File: src/rtl/inst_dispatcher_pkg.sv
// Shared constants for the instruction dispatcher: op ids, RV32I opcodes, sizes, FSM states.
// Latency: n/a (package only).
// Backpressure: n/a (package only).
package inst_dispatcher_pkg;

    localparam int IQ_ADDR_W_DEF = 4;
    localparam int ROB_TAG_W_DEF = 4;

    typedef enum logic {
        ST_RUN   = 1'b0,
        ST_FLUSH = 1'b1
    } state_e;

    // One queued instruction as it arrived from the fetcher
    typedef struct packed {
        logic [31:0] inst;
        logic [31:0] pc;
        logic        pred_jump;
    } iq_entry_t;

    // Decoded op ids (NOP doubles as "unknown / illegal")
    localparam logic [5:0] OP_NOP   = 6'd0;
    localparam logic [5:0] OP_LUI   = 6'd1;
    localparam logic [5:0] OP_AUIPC = 6'd2;
    localparam logic [5:0] OP_JAL   = 6'd3;
    localparam logic [5:0] OP_JALR  = 6'd4;
    localparam logic [5:0] OP_BEQ   = 6'd5;
    localparam logic [5:0] OP_BNE   = 6'd6;
    localparam logic [5:0] OP_BLT   = 6'd7;
    localparam logic [5:0] OP_BGE   = 6'd8;
    localparam logic [5:0] OP_BLTU  = 6'd9;
    localparam logic [5:0] OP_BGEU  = 6'd10;
    localparam logic [5:0] OP_LB    = 6'd11;
    localparam logic [5:0] OP_LH    = 6'd12;
    localparam logic [5:0] OP_LW    = 6'd13;
    localparam logic [5:0] OP_LBU   = 6'd14;
    localparam logic [5:0] OP_LHU   = 6'd15;
    localparam logic [5:0] OP_SB    = 6'd16;
    localparam logic [5:0] OP_SH    = 6'd17;
    localparam logic [5:0] OP_SW    = 6'd18;
    localparam logic [5:0] OP_ADD   = 6'd19;
    localparam logic [5:0] OP_SUB   = 6'd20;
    localparam logic [5:0] OP_SLL   = 6'd21;
    localparam logic [5:0] OP_SLT   = 6'd22;
    localparam logic [5:0] OP_SLTU  = 6'd23;
    localparam logic [5:0] OP_XOR   = 6'd24;
    localparam logic [5:0] OP_SRL   = 6'd25;
    localparam logic [5:0] OP_SRA   = 6'd26;
    localparam logic [5:0] OP_OR    = 6'd27;
    localparam logic [5:0] OP_AND   = 6'd28;
    localparam logic [5:0] OP_ADDI  = 6'd29;
    localparam logic [5:0] OP_SLTI  = 6'd30;
    localparam logic [5:0] OP_SLTIU = 6'd31;
    localparam logic [5:0] OP_XORI  = 6'd32;
    localparam logic [5:0] OP_ORI   = 6'd33;
    localparam logic [5:0] OP_ANDI  = 6'd34;
    localparam logic [5:0] OP_SLLI  = 6'd35;
    localparam logic [5:0] OP_SRLI  = 6'd36;
    localparam logic [5:0] OP_SRAI  = 6'd37;

    // RV32I major opcodes
    localparam logic [6:0] OPC_LUI    = 7'b0110111;
    localparam logic [6:0] OPC_AUIPC  = 7'b0010111;
    localparam logic [6:0] OPC_JAL    = 7'b1101111;
    localparam logic [6:0] OPC_JALR   = 7'b1100111;
    localparam logic [6:0] OPC_BRANCH = 7'b1100011;
    localparam logic [6:0] OPC_LOAD   = 7'b0000011;
    localparam logic [6:0] OPC_STORE  = 7'b0100011;
    localparam logic [6:0] OPC_OPIMM  = 7'b0010011;
    localparam logic [6:0] OPC_OP     = 7'b0110011;

    localparam logic [6:0] F7_BASE = 7'b0000000;
    localparam logic [6:0] F7_ALT  = 7'b0100000;

endpackage

File: src/rtl/inst_dispatcher_decoder.sv
// Combinational RV32I decoder: op id, register fields, immediate, class flags.
// Latency: 0 cycles (pure combinational).
// Backpressure: none; unknown encodings decode to OP_NOP with all fields zero.
// Ports: i_inst raw word; o_op/o_rd/o_rs1/o_rs2/o_imm decoded fields;
//        o_is_jump/o_is_branch/o_is_load/o_is_store class flags.
module inst_dispatcher_decoder
    import inst_dispatcher_pkg::*;
(
    input  logic [31:0] i_inst,
    output logic [5:0]  o_op,
    output logic [4:0]  o_rd,
    output logic [4:0]  o_rs1,
    output logic [4:0]  o_rs2,
    output logic [31:0] o_imm,
    output logic        o_is_jump,
    output logic        o_is_branch,
    output logic        o_is_load,
    output logic        o_is_store
);
    logic [6:0]  w_opc, w_f7;
    logic [2:0]  w_f3;
    logic [31:0] w_imm_i, w_imm_s, w_imm_b, w_imm_u, w_imm_j;

    assign w_opc   = i_inst[6:0];
    assign w_f3    = i_inst[14:12];
    assign w_f7    = i_inst[31:25];
    assign w_imm_i = {{20{i_inst[31]}}, i_inst[31:20]};
    assign w_imm_s = {{20{i_inst[31]}}, i_inst[31:25], i_inst[11:7]};
    assign w_imm_b = {{19{i_inst[31]}}, i_inst[31], i_inst[7], i_inst[30:25], i_inst[11:8], 1'b0};
    assign w_imm_u = {i_inst[31:12], 12'b0};
    assign w_imm_j = {{11{i_inst[31]}}, i_inst[31], i_inst[19:12], i_inst[20], i_inst[30:21], 1'b0};

    always_comb begin
        o_op = OP_NOP; o_rd = '0; o_rs1 = '0; o_rs2 = '0; o_imm = '0;
        o_is_jump = 1'b0; o_is_branch = 1'b0; o_is_load = 1'b0; o_is_store = 1'b0;
        case (w_opc)
            OPC_LUI:   begin o_op = OP_LUI;   o_rd = i_inst[11:7]; o_imm = w_imm_u; end
            OPC_AUIPC: begin o_op = OP_AUIPC; o_rd = i_inst[11:7]; o_imm = w_imm_u; end
            OPC_JAL:   begin o_op = OP_JAL;   o_rd = i_inst[11:7]; o_imm = w_imm_j; o_is_jump = 1'b1; end
            OPC_JALR: if (w_f3 == 3'd0) begin
                o_op = OP_JALR; o_rd = i_inst[11:7]; o_rs1 = i_inst[19:15];
                o_imm = w_imm_i; o_is_jump = 1'b1;
            end
            OPC_BRANCH: begin
                case (w_f3)
                    3'd0: o_op = OP_BEQ;  3'd1: o_op = OP_BNE;
                    3'd4: o_op = OP_BLT;  3'd5: o_op = OP_BGE;
                    3'd6: o_op = OP_BLTU; 3'd7: o_op = OP_BGEU;
                    default: o_op = OP_NOP;
                endcase
                // rd stays 0: branches write no register
                if (o_op != OP_NOP) begin
                    o_rs1 = i_inst[19:15]; o_rs2 = i_inst[24:20]; o_imm = w_imm_b; o_is_branch = 1'b1;
                end
            end
            OPC_LOAD: begin
                case (w_f3)
                    3'd0: o_op = OP_LB;  3'd1: o_op = OP_LH; 3'd2: o_op = OP_LW;
                    3'd4: o_op = OP_LBU; 3'd5: o_op = OP_LHU;
                    default: o_op = OP_NOP;
                endcase
                if (o_op != OP_NOP) begin
                    o_rd = i_inst[11:7]; o_rs1 = i_inst[19:15]; o_imm = w_imm_i; o_is_load = 1'b1;
                end
            end
            OPC_STORE: begin
                case (w_f3)
                    3'd0: o_op = OP_SB; 3'd1: o_op = OP_SH; 3'd2: o_op = OP_SW;
                    default: o_op = OP_NOP;
                endcase
                if (o_op != OP_NOP) begin
                    o_rs1 = i_inst[19:15]; o_rs2 = i_inst[24:20]; o_imm = w_imm_s; o_is_store = 1'b1;
                end
            end
            OPC_OPIMM: begin
                case (w_f3)
                    3'd0: o_op = OP_ADDI; 3'd2: o_op = OP_SLTI; 3'd3: o_op = OP_SLTIU;
                    3'd4: o_op = OP_XORI; 3'd6: o_op = OP_ORI;  3'd7: o_op = OP_ANDI;
                    3'd1: o_op = (w_f7 == F7_BASE) ? OP_SLLI : OP_NOP;
                    3'd5: o_op = (w_f7 == F7_BASE) ? OP_SRLI : ((w_f7 == F7_ALT) ? OP_SRAI : OP_NOP);
                    default: o_op = OP_NOP;
                endcase
                if (o_op != OP_NOP) begin
                    o_rd = i_inst[11:7]; o_rs1 = i_inst[19:15];
                    // shifts carry only the 5-bit shamt; funct7 is not part of the operand
                    o_imm = (w_f3 == 3'd1 || w_f3 == 3'd5) ? {27'b0, i_inst[24:20]} : w_imm_i;
                end
            end
            OPC_OP: begin
                case ({w_f7, w_f3})
                    {F7_BASE, 3'd0}: o_op = OP_ADD;  {F7_ALT, 3'd0}: o_op = OP_SUB;
                    {F7_BASE, 3'd1}: o_op = OP_SLL;  {F7_BASE, 3'd2}: o_op = OP_SLT;
                    {F7_BASE, 3'd3}: o_op = OP_SLTU; {F7_BASE, 3'd4}: o_op = OP_XOR;
                    {F7_BASE, 3'd5}: o_op = OP_SRL;  {F7_ALT, 3'd5}: o_op = OP_SRA;
                    {F7_BASE, 3'd6}: o_op = OP_OR;   {F7_BASE, 3'd7}: o_op = OP_AND;
                    default: o_op = OP_NOP;
                endcase
                if (o_op != OP_NOP) begin
                    o_rd = i_inst[11:7]; o_rs1 = i_inst[19:15]; o_rs2 = i_inst[24:20];
                end
            end
            default: o_op = OP_NOP;
        endcase
    end

endmodule

File: src/rtl/inst_dispatcher.sv
// Instruction queue + single-issue dispatch to ROB and exactly one of RS/LSB.
// Latency: push on edge E dispatches earliest on edge E+1 (registered outputs, no bypass).
// Backpressure: head stalls on rob_full / rs_full / lsb_full; iq_full blocks fetch.
// Ports: clk/rst/rdy control; rollback flush; fetch_* push side with iq_full;
//        rob_full/rs_full/lsb_full/rob_free_tag backend status; disp_* registered dispatch bundle.
module inst_dispatcher
    import inst_dispatcher_pkg::*;
#(
    parameter int IQ_ADDR_W = IQ_ADDR_W_DEF,
    parameter int ROB_TAG_W = ROB_TAG_W_DEF
) (
    input  logic                 clk,
    input  logic                 rst,
    input  logic                 rdy,
    input  logic                 rollback,
    input  logic                 fetch_valid,
    input  logic [31:0]          fetch_inst,
    input  logic [31:0]          fetch_pc,
    input  logic                 fetch_pred_jump,
    output logic                 iq_full,
    input  logic                 rob_full,
    input  logic [ROB_TAG_W-1:0] rob_free_tag,
    input  logic                 rs_full,
    input  logic                 lsb_full,
    output logic                 disp_rob_valid,
    output logic                 disp_rs_valid,
    output logic                 disp_lsb_valid,
    output logic [5:0]           disp_op,
    output logic [4:0]           disp_rd,
    output logic [4:0]           disp_rs1,
    output logic [4:0]           disp_rs2,
    output logic [31:0]          disp_imm,
    output logic [31:0]          disp_pc,
    output logic                 disp_pred_jump,
    output logic                 disp_is_jump,
    output logic                 disp_is_branch,
    output logic [ROB_TAG_W-1:0] disp_tag
);
    localparam int DEPTH = 1 << IQ_ADDR_W;

    iq_entry_t              r_q [DEPTH];
    logic [IQ_ADDR_W-1:0]   r_head, r_tail;
    logic [IQ_ADDR_W:0]     r_count;
    state_e                 r_state, w_state_nxt;

    iq_entry_t              w_head;
    logic [5:0]             w_op;
    logic [4:0]             w_rd, w_rs1, w_rs2;
    logic [31:0]            w_imm;
    logic                   w_is_jump, w_is_branch, w_is_load, w_is_store;
    logic                   w_run, w_mem, w_nop, w_can_issue, w_push, w_pop;

    assign w_head = r_q[r_head];

    inst_dispatcher_decoder u_dec (
        .i_inst     (w_head.inst),
        .o_op       (w_op),
        .o_rd       (w_rd),
        .o_rs1      (w_rs1),
        .o_rs2      (w_rs2),
        .o_imm      (w_imm),
        .o_is_jump  (w_is_jump),
        .o_is_branch(w_is_branch),
        .o_is_load  (w_is_load),
        .o_is_store (w_is_store)
    );

    assign iq_full = (r_count == (IQ_ADDR_W + 1)'(DEPTH));

    // A rollback in the current cycle discards any push/dispatch alongside it
    assign w_run       = rdy && (r_state == ST_RUN) && !rollback;
    assign w_mem       = w_is_load | w_is_store;
    assign w_nop       = (w_op == OP_NOP);
    assign w_can_issue = w_mem ? !lsb_full : (w_nop || !rs_full);
    assign w_push      = w_run && fetch_valid && !iq_full;
    assign w_pop       = w_run && (r_count != '0) && !rob_full && w_can_issue;

    always_comb begin
        w_state_nxt = r_state;
        case (r_state)
            ST_RUN:   w_state_nxt = rollback ? ST_FLUSH : ST_RUN;
            ST_FLUSH: w_state_nxt = rollback ? ST_FLUSH : ST_RUN;
            default:  w_state_nxt = ST_RUN;
        endcase
    end

    always_ff @(posedge clk) begin
        if (rst) begin
            r_state <= ST_RUN;
            r_head  <= '0;
            r_tail  <= '0;
            r_count <= '0;
        end else if (rdy) begin
            r_state <= w_state_nxt;
            if (rollback) begin
                r_head  <= '0;
                r_tail  <= '0;
                r_count <= '0;
            end else begin
                if (w_push) r_tail <= r_tail + 1'b1;
                if (w_pop)  r_head <= r_head + 1'b1;
                case ({w_push, w_pop})
                    2'b10:   r_count <= r_count + 1'b1;
                    2'b01:   r_count <= r_count - 1'b1;
                    default: r_count <= r_count;
                endcase
            end
        end
    end

    // Storage needs no reset: an entry is only read after it has been written
    always_ff @(posedge clk) begin
        if (w_push) r_q[r_tail] <= '{inst: fetch_inst, pc: fetch_pc, pred_jump: fetch_pred_jump};
    end

    always_ff @(posedge clk) begin
        if (rst) begin
            disp_rob_valid <= 1'b0; disp_rs_valid <= 1'b0; disp_lsb_valid <= 1'b0;
            disp_op <= '0; disp_rd <= '0; disp_rs1 <= '0; disp_rs2 <= '0;
            disp_imm <= '0; disp_pc <= '0; disp_pred_jump <= 1'b0;
            disp_is_jump <= 1'b0; disp_is_branch <= 1'b0; disp_tag <= '0;
        end else begin
            // w_pop already folds in rdy and rollback, so valids drop in those cases
            disp_rob_valid <= w_pop;
            disp_lsb_valid <= w_pop && w_mem;
            disp_rs_valid  <= w_pop && !w_mem && !w_nop;
            if (w_pop) begin
                disp_op        <= w_op;
                disp_rd        <= w_rd;
                disp_rs1       <= w_rs1;
                disp_rs2       <= w_rs2;
                disp_imm       <= w_imm;
                disp_pc        <= w_head.pc;
                disp_pred_jump <= w_head.pred_jump;
                disp_is_jump   <= w_is_jump;
                disp_is_branch <= w_is_branch;
                disp_tag       <= rob_free_tag;
            end
        end
    end

endmodule
File: config.mk
export PLATFORM = sky130hd
export DESIGN_NAME = inst_dispatcher
export DESIGN_NICKNAME = d
export VERILOG_FILES = /design/src/rtl/inst_dispatcher_pkg.sv /design/src/rtl/inst_dispatcher_decoder.sv /design/src/rtl/inst_dispatcher.sv
export SDC_FILE = /design/constraint.sdc
export NUM_CORES = 1
export LEC_CHECK = 0
export CAP_MARGIN = 5
export CORE_MARGIN = 1
export CORE_UTILIZATION = 30
export DETAILED_ROUTE_END_ITERATION = 8
export PLACE_DENSITY = 0.56
export SETUP_SLACK_MARGIN = 0.05
export SKIP_LAST_GASP = 1
export SLEW_MARGIN = 10
export SYNTH_ARGS = -nofsm -noshare
export SYNTH_HDL_FRONTEND = slang
export SYNTH_SLANG_ARGS = --single-unit
File: constraint.sdc
create_clock -name clk -period 19.5 [get_ports clk]
set_input_delay 2.925 -clock clk [delete_from_list [all_inputs] [get_ports clk]]
set_output_delay 2.925 -clock clk [all_outputs]
set_load 0.1 [all_outputs]
### Word level (Yosys, flattened, before mapping)

Memories as Yosys holds them, arrays and structs flattened. A register that Yosys moved wholly into a read port is not among the register bits.
Cells that the tools add are included.
W data, S select, Z words.

* logic and storage cells: 148
* memories: 1
* flip-flop bits (word level): 109
* memory bits (writable): 1040
* input port bits: 77
* output and inout port bits: 96

Memory list
* r_q: depth 16, bits a word 65, read ports 1, clocked after memory_dff 1, wr ports 1, line inst_dispatcher.sv:41 `iq_entry_t r_q [DEPTH];`

* mux-type cells: 58
* eq/ne operators: 29
* add/sub/neg operators: 4
* bitwise logic cells: 2
* reduce and logical (&&, ||, !) cells: 37

Operator list (number)
* $pmux W32 S7: 1
* $mux W32: 6
* $mux W5: 14
* $pmux W6 S9: 1
* $pmux W5 S10: 1
* $mux W6: 8
* $pmux W6 S8: 1
* $eq A10 B3 Y1 const B: 4
* $pmux W5 S3: 2
* $pmux W5 S6: 1
* $reduce_bool A6 Y1: 5
* $eq A7 B6 Y1 const B: 4
* $pmux W5 S5: 1
* $mux W4: 6
* $pmux W4 S6: 1
* $eq A7 B7 Y1 const B: 3
* $eq A10 B2 Y1 const B: 2
* $eq A10 B9 Y1 const B: 2
* $pmux W4 S5: 1
* $eq A7 B5 Y1 const B: 2
* $eq A3 B3 Y1 const B: 4
* $mux W1: 11
* $eq A10 B1 Y1 const B: 1
* $logic_and A1 B1 Y1: 10
* other kinds (26): 38

### Longest topological paths before layout

* depth in word-level cells: 14
* depth in mapped cells: 26

### Cells and area by module

Synthesis repeated with hierarchy kept, for this count alone.

* cell total of the unflattened synthesis: 2231
* area, all modules: 44238.7 um^2

By module, submodules not included
* inst_dispatcher: times used 1, area each 43055.0 um^2, cells each 2055
* inst_dispatcher_decoder: times used 1, area each 1183.6 um^2, cells each 176

### Least setup slack after synthesis

No wires, ideal clock.

* path kind: input to register
* start: input port rollback
* end: memory r_q[3][0] (netlist name), enable pin
* data required time: 18.932 ns
* arrival time: 8.026 ns
* stages on the path: 5
* slack: 10.905 ns
* path through: nor3b_1 > and3_1 > buf_4 > nand2_1 > nor3_1

* cells in the longest elaborated chain, start to end: 6

RTL lines
* start, declared: line inst_dispatcher.sv:15 `input logic rollback,`
* $logic_not A1 Y1: line inst_dispatcher.sv:71 `assign w_run = rdy && (r_state == ST_RUN) && !rollback;`
* $logic_and A1 B1 Y1: line inst_dispatcher.sv:71
* $logic_and A1 B1 Y1 (2 in series): line inst_dispatcher.sv:75 `assign w_push = w_run && fetch_valid && !iq_full;`
* $mux W1: line inst_dispatcher.sv:113 `if (w_push) r_q[r_tail] <= '{inst: fetch_inst, pc: fetch_pc, pred_jump: fetch_pred_jump};`
* $mux W1 (implied by the code): line inst_dispatcher.sv:113
* end, declared: line inst_dispatcher.sv:41

No other way between the ends.

==> results_dict.tcl <==
set metrics [dict create \
    nets 2499 \
    fin_cells 4443 \
    cts_buffers 115 \
    synth_commonest_cells "edfxtp_1 (1040), mux4_2 (300), dfxtp_1 (113), a21oi_1 (92), nand2_1 (70)" \
    root_buffer "clkbuf_16" \
    endpoint "r_count[4]" \
    pre_cts_ws_ps 10560 \
    grt_overflow_total 0 \
    synth_cells 2204 \
    p_leak_nw 15.59 \
    synth_most_common_cell "edfxtp_1" \
    cts.sinks 1153 \
    yosysTopAreaCellShare_pct 69.91 \
    first_global_vias 23800 \
    ys_warn_count 0 \
    final_util_pct 35.41 \
    ys_async_sr_fraction_pct 0 \
    synth.distinct_cells 83 \
    tns_ps 0 \
    post-route-period-util_pct 45.33 \
    hold_class "reg2reg" \
    cts_tree "done" \
    synth_area_leaders "edfxtp_1 (70%), mux4_2 (15%), dfxtp_1 (5.1%)" \
    post-route-drc-count 0 \
    crit_path_end_kind "register" \
    cp_slowest_cell "buf_4" \
    placementRows 141 \
    seq_area_um2 33510 \
    ant_nets 0 \
    drt_first_iter_violations 2733 \
    hold_viol 0 \
    synth_area_um2 44670 \
    wirelength_um 122000 \
    port_buffers 172 \
    r2r_cells 22 \
    outcome "finished, final reports clean" \
    antenna_found_initial 18 \
    synth_top_area_cell "edfxtp_1" \
    whs_ps 466.8 \
    fillCellCount 13610 \
    fp.dieH_um 387.9 \
    postCtsHoldBufs 0 \
    h-tree-depth 3 \
    fin_ws_ps 10660 \
    grt.total_usage_pct 15.99 \
    avgSynthCellArea_um2 20.27 \
    cts_resized 0 \
    worstPathCellList "buf_4, buf_4, buf_4, mux4_2, a22o_1, or3_1, and4bb_1, o2111ai_1, o21ai_0, nor4_2, a21boi_4, buf_4, nor2_1, nand2_1, fa_1, inv_1, a21o_1, a21oi_1, nor2_1, a211o_1, o31a_1, a211o_1" \
    r2r_setup_slack_ps 10660 \
    finalMaxSlewViolations 0 \
    die_w_um 387.9 \
    rsz0062_at_grt "no" \
    power_density_nw_per_um2 94.16 \
    r2r_end "r_count[4]" \
    worst-path-stages 22 \
    slew_headroom_pct 17.07 \
    dp.cells 4226 \
    grt_pass1_wl_um 174700 \
    cap_violations 0 \
    max_freq_mhz 113.1 \
    multi_input_area_um2 10590 \
    place.detailed.hpwl_um 68610 \
    cts_setup_buffers 0 \
    synth_edf_count 1040 \
    core_um2 147800 \
    firstDrtPassIters 7 \
    path_common_cell "buf_4" \
    ys_seq_area_share_pct 74.97 \
    wire_per_inst_um 27.47 \
    place_congestion 0.8730 \
    timing_worst_setup_path_type "reg2reg" \
    cts.reportedPaths.clkPinSlew_ps 60 \
    ys_seq_elements 1153 \
    crit_fanout 85 \
    fin_crit_ps 8840 \
    cp_top_family "buffers and inverters" \
    setup_viol 0 \
    vias 23290 \
    syn_to_final_growth_pct 17.19 \
    crit_buf_inv 5 \
    start_util_pct 30.22 \
    finalClockSkew_ps 26.62 \
    start_kind "register" \
    cts.path.max_buffers 3 \
    tightest_slew_ps 1244 \
    cpPeakStageDelay_ps 960 \
    final_layout_size_suffix_gt1_share_pct 22.58 \
    synth_fp_nets 2290 \
    clk_latency_ps 700 \
    ys.flop_type "edfxtp_1" \
    cp.required_ps 20080 \
    grt_max_degree 131 \
    arrival_ps 9420 \
    viasPerCell 5.242 \
    dieArea_um2 150500 \
    holdPathStages 1 \
    io_pins 173 \
    vdd_ir_drop_max_mv 0.06723 \
]
==> cell type report <==
type | count | share of cell area [%]
clock inverter | 56 | 0.8604
sequential | 1153 | 64.00
clock buffer | 159 | 6.090
tap | 1930 | 4.613
inverter | 13 | 0.09321
multi-input combinational | 903 | 20.23
antenna | 2 | 0.009560
timing repair buffer | 227 | 4.096
==> through the flow <==
stage,cell area (um2),power [W]
final,52350,0.004929
after floorplan,44670,0.002791
after global placement,48710,0.002844
after global routing,52350,0.005063
after detailed placement,48710,0.002849
after CTS,52350,0.004972
==> cells in the final DEF (no fill, tap or decap), types with 5 or more instances in the layout <==
master | Yosys | final
o21ai_0 | 68 | 68
ha_1 | 8 | 8
nor2_4 | 0 | 12
edfxtp_1 | 1040 | 1040
o2bb2ai_1 | 22 | 22
clkbuf_16 | 0 | 119
nor2_1 | 45 | 33
dfxtp_1 | 113 | 109
clkbuf_1 | 69 | 34
clkinv_1 | 0 | 21
nor4_1 | 5 | 5
bufinv_16 | 0 | 6
nand2_1 | 70 | 70
clkinv_2 | 0 | 20
nor3_1 | 31 | 27
mux4_2 | 300 | 300
xnor2_1 | 6 | 6
or4_1 | 10 | 10
buf_4 | 11 | 55
nand4_1 | 16 | 16
a22oi_1 | 14 | 14
nor3_2 | 1 | 5
a21oi_1 | 92 | 92
nand2b_1 | 9 | 9
or4b_1 | 5 | 5
and4_1 | 7 | 7
nor3b_1 | 7 | 7
and3_1 | 5 | 5
inv_1 | 13 | 13
nor2b_1 | 8 | 7
nand3_1 | 61 | 61
nand3b_1 | 5 | 5
a22o_1 | 13 | 13
clkbuf_8 | 0 | 6
clkdlybuf4s50_1 | 0 | 171
o211ai_1 | 6 | 6
==> sequential cells by signal (all words and copies together), names as in the netlist, 4 cells and up, named ones only <==
register,count
disp_imm,32
disp_op,6
disp_pc,32
disp_rd,5
disp_rs1,5
disp_rs2,5
disp_tag,4
r_count,5
r_head,4
r_q,1040
r_tail,4
==> power breakdown <==
part	internal, W	switching, W
logic	0.0000317	0.0000666
clock network	0.00122	0.000914
registers	0.00270	0.00000250
total	0.00395	0.000983
==> cells by family after synthesis <==
kind of cell               synth area share, %
DFF                                      74.97
and+or+nand+nor                          3.823
muxes                                    15.32
AOI/OAI and AO/OA                        3.804
buffers and inverters                    1.630
adders and majority gates               0.2913
xor gates and xnor gates                0.1569
==> routing by layer <==
| layer | part of all wire, % | GRT usage (%) |
|---|---|---|
| met3 | 6.4 | 2.863 |
| met1 | 42 | 21.56 |
| met4 | 2.5 | 4.055 |
| met5 | 0.066 | 0 |
| met2 | 49 | 26.62 |
==> worst register-to-register path: cells and delay by family, from the launching register on <==
kind                       cells  cell delay (ps)
DFF                            1              740
adders and majority gates      1              230
muxes                          1              630
and+or+nand+nor                6             1860
AOI/OAI and AO/OA              9             1920
buffers and inverters          5             3370
==> how the worst min path moves through the flow <==
stage	start	to
2_1_floorplan	r_state	r_state
3_3_place_gp	disp_imm[31]	disp_imm[31]
3_5_place_dp	disp_imm[19]	disp_imm[19]
4_1_cts	disp_imm[19]	disp_imm[19]
5_1_grt	disp_imm[18]	disp_imm[18]
6_report	disp_imm[19]	disp_imm[19]
No activity file was read; power rests on OpenSTA's default activity.
